### config.mk
export PLATFORM = sky130hd
export DESIGN_NAME = instruction_fetch_unit
export DESIGN_NICKNAME = d
export VERILOG_FILES = /design/src/rtl/instruction_fetch_unit_pkg.sv /design/src/rtl/instruction_fetch_unit.sv
export SDC_FILE = /design/constraint.sdc
export NUM_CORES = 1
export LEC_CHECK = 0
export CAP_MARGIN = 20
export CORE_MARGIN = 2
export CORE_UTILIZATION = 48
export DETAILED_ROUTE_END_ITERATION = 6
export PLACE_DENSITY = 0.84
export RECOVER_POWER = 50
export REMOVE_ABC_BUFFERS = 1
export SLEW_MARGIN = 20
export SYNTH_ARGS = -nofsm -noshare
export SYNTH_HDL_FRONTEND = slang
export SYNTH_SLANG_ARGS = --single-unit
### constraint.sdc
create_clock -name clk -period 4.7 [get_ports clk]
set_input_delay 0.47 -clock clk [delete_from_list [all_inputs] [get_ports clk]]
set_output_delay 0.47 -clock clk [all_outputs]
set_load 0.02 [all_outputs]
### src/rtl/instruction_fetch_unit_pkg.sv
// Shared types and constants for the instruction fetch unit.
// Holds field layout of an instruction word, FSM encoding and the retire-counter helper.
package instruction_fetch_unit_pkg;

    localparam int unsigned AB  = 11;
    localparam int unsigned OPB = 5;
    localparam int unsigned IW  = OPB + AB;
    localparam int unsigned RW  = 16;

    localparam logic [OPB-1:0] OPC_HALT = OPB'(0);

    typedef enum logic [2:0] {
        ST_IDLE  = 3'd0,
        ST_FETCH = 3'd1,
        ST_LATCH = 3'd2,
        ST_EXEC  = 3'd3,
        ST_HALT  = 3'd4
    } fetch_state_t;

    // Instruction word layout: opcode in the top bits, operand below.
    typedef struct packed {
        logic [OPB-1:0] opcode;
        logic [AB-1:0]  operand;
    } instr_t;

    function automatic logic is_halt(input instr_t word);
        return word.opcode == OPC_HALT;
    endfunction

    function automatic logic [RW-1:0] sat_inc(input logic [RW-1:0] value);
        return (value == {RW{1'b1}}) ? value : value + RW'(1);
    endfunction

endpackage

### src/rtl/instruction_fetch_unit.sv
// Fetch stage ahead of the CPU control block: reads the program ROM at the PC,
// presents each instruction for one execute cycle, strobes the PC and stops on HALT.
module instruction_fetch_unit
    import instruction_fetch_unit_pkg::*;
(
    input  logic                clk,
    input  logic                rst_n,
    input  logic                run,
    input  logic [AB-1:0]       pc_addr,
    output logic                rom_en,
    output logic [AB-1:0]       rom_addr,
    input  logic [IW-1:0]       rom_data,
    output logic [OPB-1:0]      opcode,
    output logic [AB-1:0]       operand,
    output logic                instr_valid,
    output logic                pc_wr,
    output logic                halted,
    output logic [RW-1:0]       retired
);

    fetch_state_t state_q;
    fetch_state_t state_d;

    instr_t        instr_q;
    instr_t        rom_word;
    logic [AB-1:0] addr_q;

    logic addr_en;
    logic latch_en;
    logic retire;
    logic rom_en_d;
    logic valid_d;
    logic pc_wr_d;
    logic halted_d;

    assign rom_word = instr_t'(rom_data);

    // Next state plus next values of the registered strobes.
    always_comb begin
        state_d  = state_q;
        addr_en  = 1'b0;
        latch_en = 1'b0;
        retire   = 1'b0;
        rom_en_d = 1'b0;
        valid_d  = 1'b0;
        pc_wr_d  = 1'b0;
        halted_d = 1'b0;

        case (state_q)
            ST_IDLE: begin
                if (run) begin
                    state_d = ST_FETCH;
                end
            end
            ST_FETCH: begin
                addr_en = 1'b1;
                state_d = ST_LATCH;
            end
            ST_LATCH: begin
                latch_en = 1'b1;
                state_d  = ST_EXEC;
            end
            ST_EXEC: begin
                retire = 1'b1;
                if (is_halt(instr_q)) begin
                    state_d = ST_HALT;
                end else if (run) begin
                    state_d = ST_FETCH;
                end else begin
                    state_d = ST_IDLE;
                end
            end
            ST_HALT: begin
                state_d = ST_HALT;
            end
            default: begin
                state_d = ST_IDLE;
            end
        endcase

        // Strobes are registered, so they are decoded from the state being entered.
        rom_en_d = (state_d == ST_FETCH);
        valid_d  = (state_d == ST_EXEC);
        pc_wr_d  = (state_d == ST_EXEC) && latch_en && !is_halt(rom_word);
        halted_d = (state_d == ST_HALT);
    end

    always_ff @(posedge clk or negedge rst_n) begin
        if (!rst_n) begin
            state_q     <= ST_IDLE;
            rom_en      <= 1'b0;
            instr_valid <= 1'b0;
            pc_wr       <= 1'b0;
            halted      <= 1'b0;
        end else begin
            state_q     <= state_d;
            rom_en      <= rom_en_d;
            instr_valid <= valid_d;
            pc_wr       <= pc_wr_d;
            halted      <= halted_d;
        end
    end

    // Instruction word and fetch address, both held until overwritten.
    always_ff @(posedge clk or negedge rst_n) begin
        if (!rst_n) begin
            instr_q <= '0;
            addr_q  <= '0;
        end else begin
            if (latch_en) begin
                instr_q <= rom_word;
            end
            if (addr_en) begin
                addr_q <= pc_addr;
            end
        end
    end

    always_ff @(posedge clk or negedge rst_n) begin
        if (!rst_n) begin
            retired <= '0;
        end else if (retire) begin
            retired <= sat_inc(retired);
        end
    end

    // The PC only settles at the end of EXEC, so the ROM sees the live PC during FETCH.
    assign rom_addr = rom_en ? pc_addr : addr_q;
    assign opcode   = instr_q.opcode;
    assign operand  = instr_q.operand;

endmodule

==> results of run 1 <==
[power by group through the flow]
stage | Combinational [mW] | Clock, mW | Sequential [mW]
3_3_place_gp | 0.991 | 0 | 0.727
3_5_place_dp | 1.01 | 0 | 0.736
2_1_floorplan | 0.459 | 0 | 0.836
4_1_cts | 1.01 | 0.260 | 0.728
5_1_grt | 1.06 | 0.280 | 0.750
6_report | 0.994 | 0.251 | 0.724
[synthesized netlist by cell type, types with 2 or more instances]
cell	number
xnor2_1	5
nor2_1	5
nor3_1	5
o21a_1	2
o31ai_1	4
nor3b_1	3
dfrtp_1	50
xor2_1	5
nand2_1	8
o21bai_1	2
nand4_1	6
mux2_2	41
or4_1	2
and3_1	3
or3_1	2
nand3_1	5
inv_1	2
buf_2	4
[worst max-delay path by stage]
stage	start	endpoint	cells past startpoint
floorplan	state_q[0]	opcode[0]	2
global placement	pc_addr[2]	rom_addr[2]	3
detailed placement	pc_addr[1]	rom_addr[1]	3
CTS	rom_en	rom_addr[5]	2
global route	rst_n	pc_wr	2
finish	rom_en	rom_addr[5]	2
[logic make-up (layout without fill, tap and decap cells)]
family / after synthesis / count (layout) / share of synthesized area
compound gates: 12 / 12 / 0.0384
xor+xnor: 10 / 10 / 0.0389
fa+ha+maj: 1 / 1 / 0.00556
buf+inv: 7 / 88 / 0.0139
flops: 50 / 50 / 0.556
mux: 42 / 42 / 0.210
simple gates: 48 / 48 / 0.137
[cell usage in the layout (no fill, tap or decap), drive strengths merged, types with 2 or more instances in the layout]
cell and n:
and3 3, clkbuf 10, clkdlybuf4s50 75, dfrtp 50, inv 2, mux2 41
nand2 8, nand3 5, nand3b 2, nand4 6, nor2 5, nor3 6
nor3b 3, nor4 2, o21a 2, o21bai 2, o31ai 4, or3 3
or4 2, xnor2 5, xor2 5
[stage by stage]
step | instance area (µm²) | total power [mW] | instances | hold slack (ns)
after floorplan | 2230 | 1.29 | 165 | 0.174
after global placement | 3060 | 1.72 | 294 | 0.485
after detailed placement | 3080 | 1.74 | 295 | 0.488
after CTS | 3180 | 2.00 | 303 | 0.158
after global routing | 3130 | 2.09 | 303 | 0.516
final | 3130 | 1.97 | 303 | 0.395
[layer usage]
| layer | vias up | GRT usage |
|---|---|---|
| li1 | 777 | - |
| met1 | 799 | 0.232 |
| met2 | 45 | 0.284 |
| met3 | 6 | 0.0514 |
| met4 | 0 | 0.0658 |
| met5 | - | 0 |
[sequential cells by signal, summed over array words and instances, names as in the netlist]
register / cells
retired: 16
addr_q: 11
operand: 11
opcode: 5
state_q: 3
halted: 1
instr_valid: 1
pc_wr: 1
rom_en: 1
[area by class of cell]
| type | instances | area, µm² | share of cell area |
|---|---|---|---|
| timing repair buffer | 78 | 762 | 0.243 |
| inverter | 2 | 7.51 | 0.00240 |
| multi-input combinational | 113 | 957 | 0.305 |
| tap | 52 | 65.1 | 0.0208 |
| clock buffer | 7 | 86.3 | 0.0275 |
| sequential | 50 | 1250 | 0.399 |
| clock inverter | 1 | 5.00 | 0.00160 |
[critical path, stage by stage (launching register included)]
cell and delay, ns:
dfrtp_1 0.65, mux2_2 0.40, clkdlybuf4s50_1 0.55
==> impl_metrics.env, run 1 <==
export IMPL_outcome="completed"
export IMPL_fin_crit_ns=2.36
export IMPL_combPwrFrac=0.505
export IMPL_rr_worst_depth=5
export IMPL_dpl_hpwl_um=3290
export IMPL_ios=77
export IMPL_cts_buffers=5
export IMPL_antenna_found_initial=0
export IMPL_rows=24
export IMPL_viasPerCell=5.37
export IMPL_p_seq_frac=0.368
export IMPL_core_area_um2=4440
export IMPL_slew_headroom=0.0575
export IMPL_hold_path_class="in2async"
export IMPL_tns_ns=0
export IMPL_track_usage=0.178
export IMPL_clk_pin_slew_ns=0.08
export IMPL_tightest_slew_ns=1.41
export IMPL_wl_per_cell_um=14.5
export IMPL_reg2reg_from="retired[0]"
export IMPL_critPathMaxFanout=12
export IMPL_synth_edf_count=0
export IMPL_leakagePower_nw=1.28
export IMPL_area_growth_pct=39.3
export IMPL_drv_cap=0
export IMPL_syn_area_um2=2250
export IMPL_synth_flop_cell="dfrtp_1"
export IMPL_clk_latency_ns=0.30
export IMPL_synth_warnings=0
export IMPL_clk_path_buf_depth=2
export IMPL_critPathCaptureType="primary output"
export IMPL_wl_um=4390
export IMPL_grt_pass1_vias=1600
export IMPL_drc_errors=0
export IMPL_post_route_util=0.705
export IMPL_cts_htree_levels=2
export IMPL_ctsResizeCount=0
export IMPL_final_setup_skew_ns=0.00589
export IMPL_die_x_um=72.5
export IMPL_p_switching_uw=702
export IMPL_clockRootBuffer="clkbuf_8"
export IMPL_async_flop_share=1.00
export IMPL_rsz0062_at_grt="false"
export IMPL_grt_start_max_net_pins=28
export IMPL_worst_ep_arrival_time_ns=1.89
export IMPL_clock_sinks=50
export IMPL_port_buffers=76
export IMPL_cts_tree="built"
export IMPL_clockPowerShare=0.128
export IMPL_setup_ws_ns=2.34
export IMPL_yosysTopAreaCellShare=0.556
export IMPL_fmax_ghz=0.424
export IMPL_hold_viol=0
export IMPL_globalplace_congestion=0.829
export IMPL_ir_drop_mv=0.400
export IMPL_drt_iter0_drc=62
export IMPL_n_fill_cell=354
export IMPL_synth_area_per_cell_um2=13.2
export IMPL_fin_nets=281
export IMPL_cp_required_ns=4.23
export IMPL_synthCells=170
export IMPL_yosysTopAreaCell="dfrtp_1"
export IMPL_vias=1627
export IMPL_setup_viol=0
export IMPL_internal_power_mw=1.27
export IMPL_synth_area_leaders="dfrtp_1 (56%), mux2_2 (21%), xnor2_1 (1.9%)"
export IMPL_wl_met1_um=1970
export IMPL_min_period_over_period=0.502
export IMPL_ys_ff_latch=50
export IMPL_pre_cts_slack_ns=2.50
export IMPL_reg2reg_to="retired[1]"
export IMPL_grt_pass1_wl_um=7270
export IMPL_die_y_um=72.5
export IMPL_die_area_um2=5250
export IMPL_hold_buffers=0
export IMPL_diodes=0
export IMPL_ys_types=34
export IMPL_dr_wl_met3_um=246
export IMPL_powerDensity_nw_per_um2=628
export IMPL_critPathLaunchType="register"
export IMPL_topRoutingLayerUsed="met4"
export IMPL_first_pass_iters=4
export IMPL_drive_above_1_share=0.215
export IMPL_rrSetupSlack_ns=2.55
export IMPL_drtAntennaViolNets=0
export IMPL_drv_slew=0
export IMPL_overflow=0
export IMPL_p_sw_frac=0.357
export IMPL_dr_wl_met2_um=2120
export IMPL_ys_seq_area_frac=0.556
export IMPL_start_util=0.506
export IMPL_crit_type="reg2out"
export IMPL_post_cts_setup_buffers=0
Note: power is estimated with default switching activity, not from simulation.
==> run 2: changes to the inputs <==
CORE_UTILIZATION = 45   (was 48)
PLACE_DENSITY = 0.79   (was 0.84)
clock period = 2.4 ns   (was 4.7 ns; I/O delays follow)
==> run 2 against run 1 <==
First-iteration DRC count decreased by 4.8%. Flip-flop and latch count is the same. Global-route usage fell by 0.53 points. Combinational power up 93%. The flow now finishes with violations (capacitance limit, slew limit). Critical endpoint is now rom_addr[1]. Critical path depth is the same. Largest power group unchanged. Highest routed layer unchanged. Sequential power up 95%. Via count up 0.25%. Clock skew grew 0.00075 ns. Total power is 94% higher. Critical path type unchanged. Wire length is 0.39% higher.
==> impl_metrics.env, run 2 (synthesized netlist as in run 1, its figures left out) <==
export IMPL_final_common_cell="clkdlybuf4s50_1"
export IMPL_antenna_found_initial=0
export IMPL_start_util=0.470
export IMPL_clock_sinks=50
export IMPL_p_seq_frac=0.368
export IMPL_dpl_hpwl_um=3260
export IMPL_p_switching_mw=1.37
export IMPL_hold_buffers=0
export IMPL_clockRootBuffer="clkbuf_8"
export IMPL_grt_start_max_net_pins=34
export IMPL_core_area_um2=4790
export IMPL_leakagePower_nw=1.30
export IMPL_multi_input_area_um2=967
export IMPL_viasPerCell=5.10
export IMPL_cts_tree="built"
export IMPL_port_buffers=76
export IMPL_clk_path_buf_depth=2
export IMPL_die_x_um=74.7
export IMPL_critPathLaunchType="register"
export IMPL_hold_viol=0
export IMPL_clk_pin_slew_ns=0.09
export IMPL_rrSetupSlack_ns=0.39
export IMPL_grt_pass1_vias=1546
export IMPL_setup_viol=0
export IMPL_n_fill_cell=385
export IMPL_crit_end="rom_addr[1]"
export IMPL_outcome="complete, but fails checks"
export IMPL_min_period_over_period=0.876
export IMPL_tightest_slew_ns=1.73
export IMPL_area_growth_pct=41.1
export IMPL_drt_iter0_drc=59
export IMPL_rsz0062_at_grt="false"
export IMPL_combPwrFrac=0.502
export IMPL_rr_worst_depth=3
export IMPL_hold_path_class="in2async"
export IMPL_final_cell_mix="clkdlybuf4s50_1 (68), dfrtp_1 (50), mux2_2 (41)"
export IMPL_drc_errors=0
export IMPL_fin_crit_ns=2.10
export IMPL_path_delay_family="flip-flops"
export IMPL_slowest_stage="dfrtp_1"
export IMPL_track_usage=0.173
export IMPL_final_setup_skew_ns=0.00664
export IMPL_post_cts_setup_buffers=0
export IMPL_grt_pass1_wl_um=7290
export IMPL_die_area_um2=5580
export IMPL_reg2reg_to="operand[0]"
export IMPL_critPathCaptureType="primary output"
export IMPL_ctsResizeCount=0
export IMPL_violations="capacitance limit, slew limit"
export IMPL_overflow=0
export IMPL_hold_ws_ns=0.389
export IMPL_wl_um=4400
export IMPL_critical_path_depth=2
export IMPL_internal_power_mw=2.46
export IMPL_reg2reg_from="state_q[1]"
export IMPL_die_y_um=74.7
export IMPL_fmax_ghz=0.475
export IMPL_vias=1631
export IMPL_cp_cell_sequence="mux2_2, clkdlybuf4s50_1"
export IMPL_slew_headroom=-0.154
export IMPL_largest_reg_flops=16
export IMPL_critPathMaxFanout=12
export IMPL_cts_htree_levels=2
export IMPL_clockPowerShare=0.130
export IMPL_regArea_um2=1250
export IMPL_rows=25
export IMPL_wl_per_cell_um=13.8
export IMPL_regMostFlops="retired"
export IMPL_crit_buf_inv=1
export IMPL_globalplace_congestion=0.827
export IMPL_cts_buffers=5
export IMPL_drive_above_1_share=0.217
export IMPL_clk_latency_ns=0.29
export IMPL_drtAntennaViolNets=0
export IMPL_fin_nets=283
export IMPL_powerDensity_nw_per_um2=1210
export IMPL_diodes=0
export IMPL_drv_cap=1
export IMPL_ir_drop_mv=0.801
export IMPL_cp_required_ns=2.16
export IMPL_ios=77
export IMPL_startpoint="rom_en"
export IMPL_p_sw_frac=0.358
export IMPL_worst_ep_arrival_time_ns=1.86
export IMPL_slowest_delay_ns=0.64
export IMPL_tns_ns=0
export IMPL_first_pass_iters=4
export IMPL_drv_slew=34
export IMPL_crit_type="reg2out"
==> run 2: stage by stage <==
| stage | cell area, µm² | setup slack (ns) | util | std cells | power (mW) |
|---|---|---|---|---|---|
| 4_1_cts | 3200 | 0.256 | 0.669 | 320 | 3.92 |
| 5_1_grt | 3170 | 0.205 | 0.663 | 320 | 4.08 |
| 3_5_place_dp | 3110 | 0.579 | 0.649 | 312 | 3.41 |
| 3_3_place_gp | 3110 | 0.607 | 0.649 | 312 | 3.38 |
| 6_report | 3170 | 0.297 | 0.663 | 320 | 3.83 |
| 2_1_floorplan | 2230 | -0.0131 | - | 165 | 2.54 |
==> run 2: final cells by class <==
| class | count | share of cell area |
|---|---|---|
| clock buffer | 6 | 0.0260 |
| clock inverter | 2 | 0.00394 |
| inverter | 2 | 0.00237 |
| multi-input combinational | 113 | 0.305 |
| sequential | 50 | 0.394 |
| tap | 67 | 0.0264 |
| timing repair buffer | 80 | 0.242 |
==> run 2: worst min path at each step <==
| stage | startpoint | to |
|---|---|---|
| 2_1_floorplan | rst_n | addr_q[0] |
| 3_3_place_gp | rst_n | retired[12] |
| 3_5_place_dp | rst_n | retired[12] |
| 5_1_grt | rst_n | retired[10] |
| 4_1_cts | rst_n | state_q[2] |
| 6_report | rst_n | retired[10] |
==> run 2: power by group through the flow <==
stage | Combinational (mW) | Sequential [mW] | Clock (mW)
floorplan | 0.899 | 1.64 | 0
global placement | 1.96 | 1.42 | 0
detailed placement | 1.98 | 1.43 | 0
CTS | 1.99 | 1.42 | 0.510
global route | 2.07 | 1.46 | 0.554
finish | 1.92 | 1.41 | 0.496
==> run 2: routing by layer <==
layer | track usage | share of wire | vias up
li1 | - | - | 785
met1 | 0.234 | 0.46 | 792
met2 | 0.271 | 0.48 | 48
met3 | 0.0455 | 0.045 | 6
met4 | 0.0635 | 0.016 | 0
met5 | 0 | 0 | -
==> run 3: changes to the inputs <==
GPL_ROUTABILITY_DRIVEN = 0   (was default)
REMOVE_ABC_BUFFERS = default   (was 1)
SETUP_SLACK_MARGIN = 0.05   (was default)
==> run 3 against run 2 <==
The flow now finishes without violations. Combinational power about the same. Highest routed layer unchanged. Critical path depth stayed put. Die area did not move. Setup slack got worse by 0.031 ns. Sequential power hardly changed. Clock power is 18% higher. Maximum frequency decreased by 1.5%. Worst hold slack got worse by 0.12 ns. Non-clock buffer count shrank 1. Register-to-register slack about the same. Design area grew 0.39%. Critical endpoint is now rom_addr[9]. Clock skew hardly changed.
==> impl_metrics.env, run 3 (synthesized netlist as in run 1, its figures left out) <==
export IMPL_start_util=0.470
export IMPL_overflow=0
export IMPL_track_usage=0.186
export IMPL_port_buffers=76
export IMPL_leakagePower_nw=1.32
export IMPL_cts_buffers=5
export IMPL_cts_tree="built"
export IMPL_die_x_um=74.7
export IMPL_crit_type="reg2out"
export IMPL_core_area_um2=4790
export IMPL_powerDensity_nw_per_um2=1240
export IMPL_critPathCaptureType="primary output"
export IMPL_hold_buffers=0
export IMPL_grt_pass1_vias=1670
export IMPL_dpl_hpwl_um=3370
export IMPL_drv_cap=0
export IMPL_ctsResizeCount=0
export IMPL_p_total_mw=3.94
export IMPL_drtAntennaViolNets=0
export IMPL_clock_sinks=50
export IMPL_tightest_slew_ns=1.22
export IMPL_fin_crit_ns=2.13
export IMPL_post_cts_setup_buffers=0
export IMPL_clk_path_buf_depth=2
export IMPL_final_setup_skew_ns=0.00694
export IMPL_fmax_ghz=0.468
export IMPL_grt_pass1_wl_um=7840
export IMPL_tns_ns=0
export IMPL_largest_reg_flops=16
export IMPL_wl_per_cell_um=15.0
export IMPL_outcome="completed"
export IMPL_critPathLaunchType="register"
export IMPL_die_area_um2=5580
export IMPL_cts_htree_levels=2
export IMPL_die_y_um=74.7
export IMPL_multi_input_area_um2=967
export IMPL_drc_errors=0
export IMPL_hold_viol=0
export IMPL_ios=77
export IMPL_drive_above_1_share=0.226
export IMPL_critPathMaxFanout=12
export IMPL_clk_latency_ns=0.30
export IMPL_setup_viol=0
export IMPL_rsz0062_at_grt="false"
export IMPL_n_fill_cell=385
export IMPL_final_common_cell="clkdlybuf4s50_1"
export IMPL_rows=25
export IMPL_worst_ep_arrival_time_ns=1.89
export IMPL_synth_nets=201
export IMPL_viasPerCell=5.19
export IMPL_cp_required_ns=2.16
export IMPL_clockRootBuffer="clkbuf_8"
export IMPL_vias=1655
export IMPL_ir_drop_mv=0.755
export IMPL_drv_slew=0
export IMPL_slew_headroom=0.187
export IMPL_area_growth_pct=41.7
export IMPL_diodes=0
export IMPL_regArea_um2=1250
export IMPL_min_period_over_period=0.889
export IMPL_hold_path_class="in2async"
export IMPL_clk_pin_slew_ns=0.09
export IMPL_fin_nets=282
export IMPL_regMostFlops="retired"
export IMPL_antenna_found_initial=0
export IMPL_wl_um=4770
export IMPL_first_pass_iters=4
export IMPL_grt_start_max_net_pins=51
export IMPL_drt_iter0_drc=91
export IMPL_final_cell_mix="clkdlybuf4s50_1 (68), dfrtp_1 (50), mux2_2 (41)"
-- run 3: cell types whose count changed in the layout (fill, tap and decap cells not counted) --
cell        before  now
clkinv_2         1    2
clkinvlp_4       1    0
clkbuf_8         6    5
clkbuf_1         5    2
buf_2            0    1
clkbuf_2         0    1
bufinv_16        0    1
-- run 3: final cells by class --
type | instances | area share
Multi-Input combinational cell | 113 | 0.303
Sequential cell | 50 | 0.393
Clock inverter | 3 | 0.0126
Tap cell | 67 | 0.0263
Timing Repair Buffer | 79 | 0.241
Inverter | 2 | 0.00236
Clock buffer | 5 | 0.0216
-- run 3: path summary, 6_finish.rpt --
path / to / slack, ns / from / depth (start not counted)
setup / recovery: rom_addr[9] / 0.27 / rom_en / 2
hold / removal: retired[12] / 0.27 / rst_n / 2
setup reg to reg: operand[3] / 0.38 / state_q[1] / 3
hold reg to reg: operand[10] / 0.51 / operand[10] / 1
max in group asynchronous: operand[1] / 1.40 / rst_n / 2
min in group clk: operand[10] / 0.51 / operand[10] / 1
-- run 3: critical path: stages, from the launching register on --
cell and delay (ns):
dfrtp_1 0.65, mux2_2 0.39, clkdlybuf4s50_1 0.55
-- run 3: through the flow --
| step | instance area [µm²] | setup WS [ns] | utilization | hold slack (ns) | instances |
|---|---|---|---|---|---|
| after floorplan | 2250 | 0.532 | - | -0.0556 | 170 |
| after global placement | 3100 | 0.580 | 0.647 | 0.385 | 311 |
| after detailed placement | 3100 | 0.571 | 0.647 | 0.390 | 311 |
| after CTS | 3210 | 0.224 | 0.670 | 0.0574 | 319 |
| after global routing | 3190 | 0.174 | 0.666 | 0.391 | 319 |
| final | 3190 | 0.265 | 0.666 | 0.265 | 319 |
-- run 3: power by group --
| part | total, mW | internal, mW | switching, mW |
|---|---|---|---|
| Combinational | 1.94 | 1.07 | 0.875 |
| Sequential | 1.42 | 1.16 | 0.253 |
| Clock | 0.584 | 0.307 | 0.277 |
| Total | 3.94 | 2.54 | 1.41 |
-- run 3: per-layer routing --
layer	vias to the layer above	part of all wire	track usage
li1	776	-	-
met5	-	0	0
met2	48	0.47	0.297
met4	0	0.014	0.0714
met3	5	0.067	0.0589
met1	826	0.44	0.240
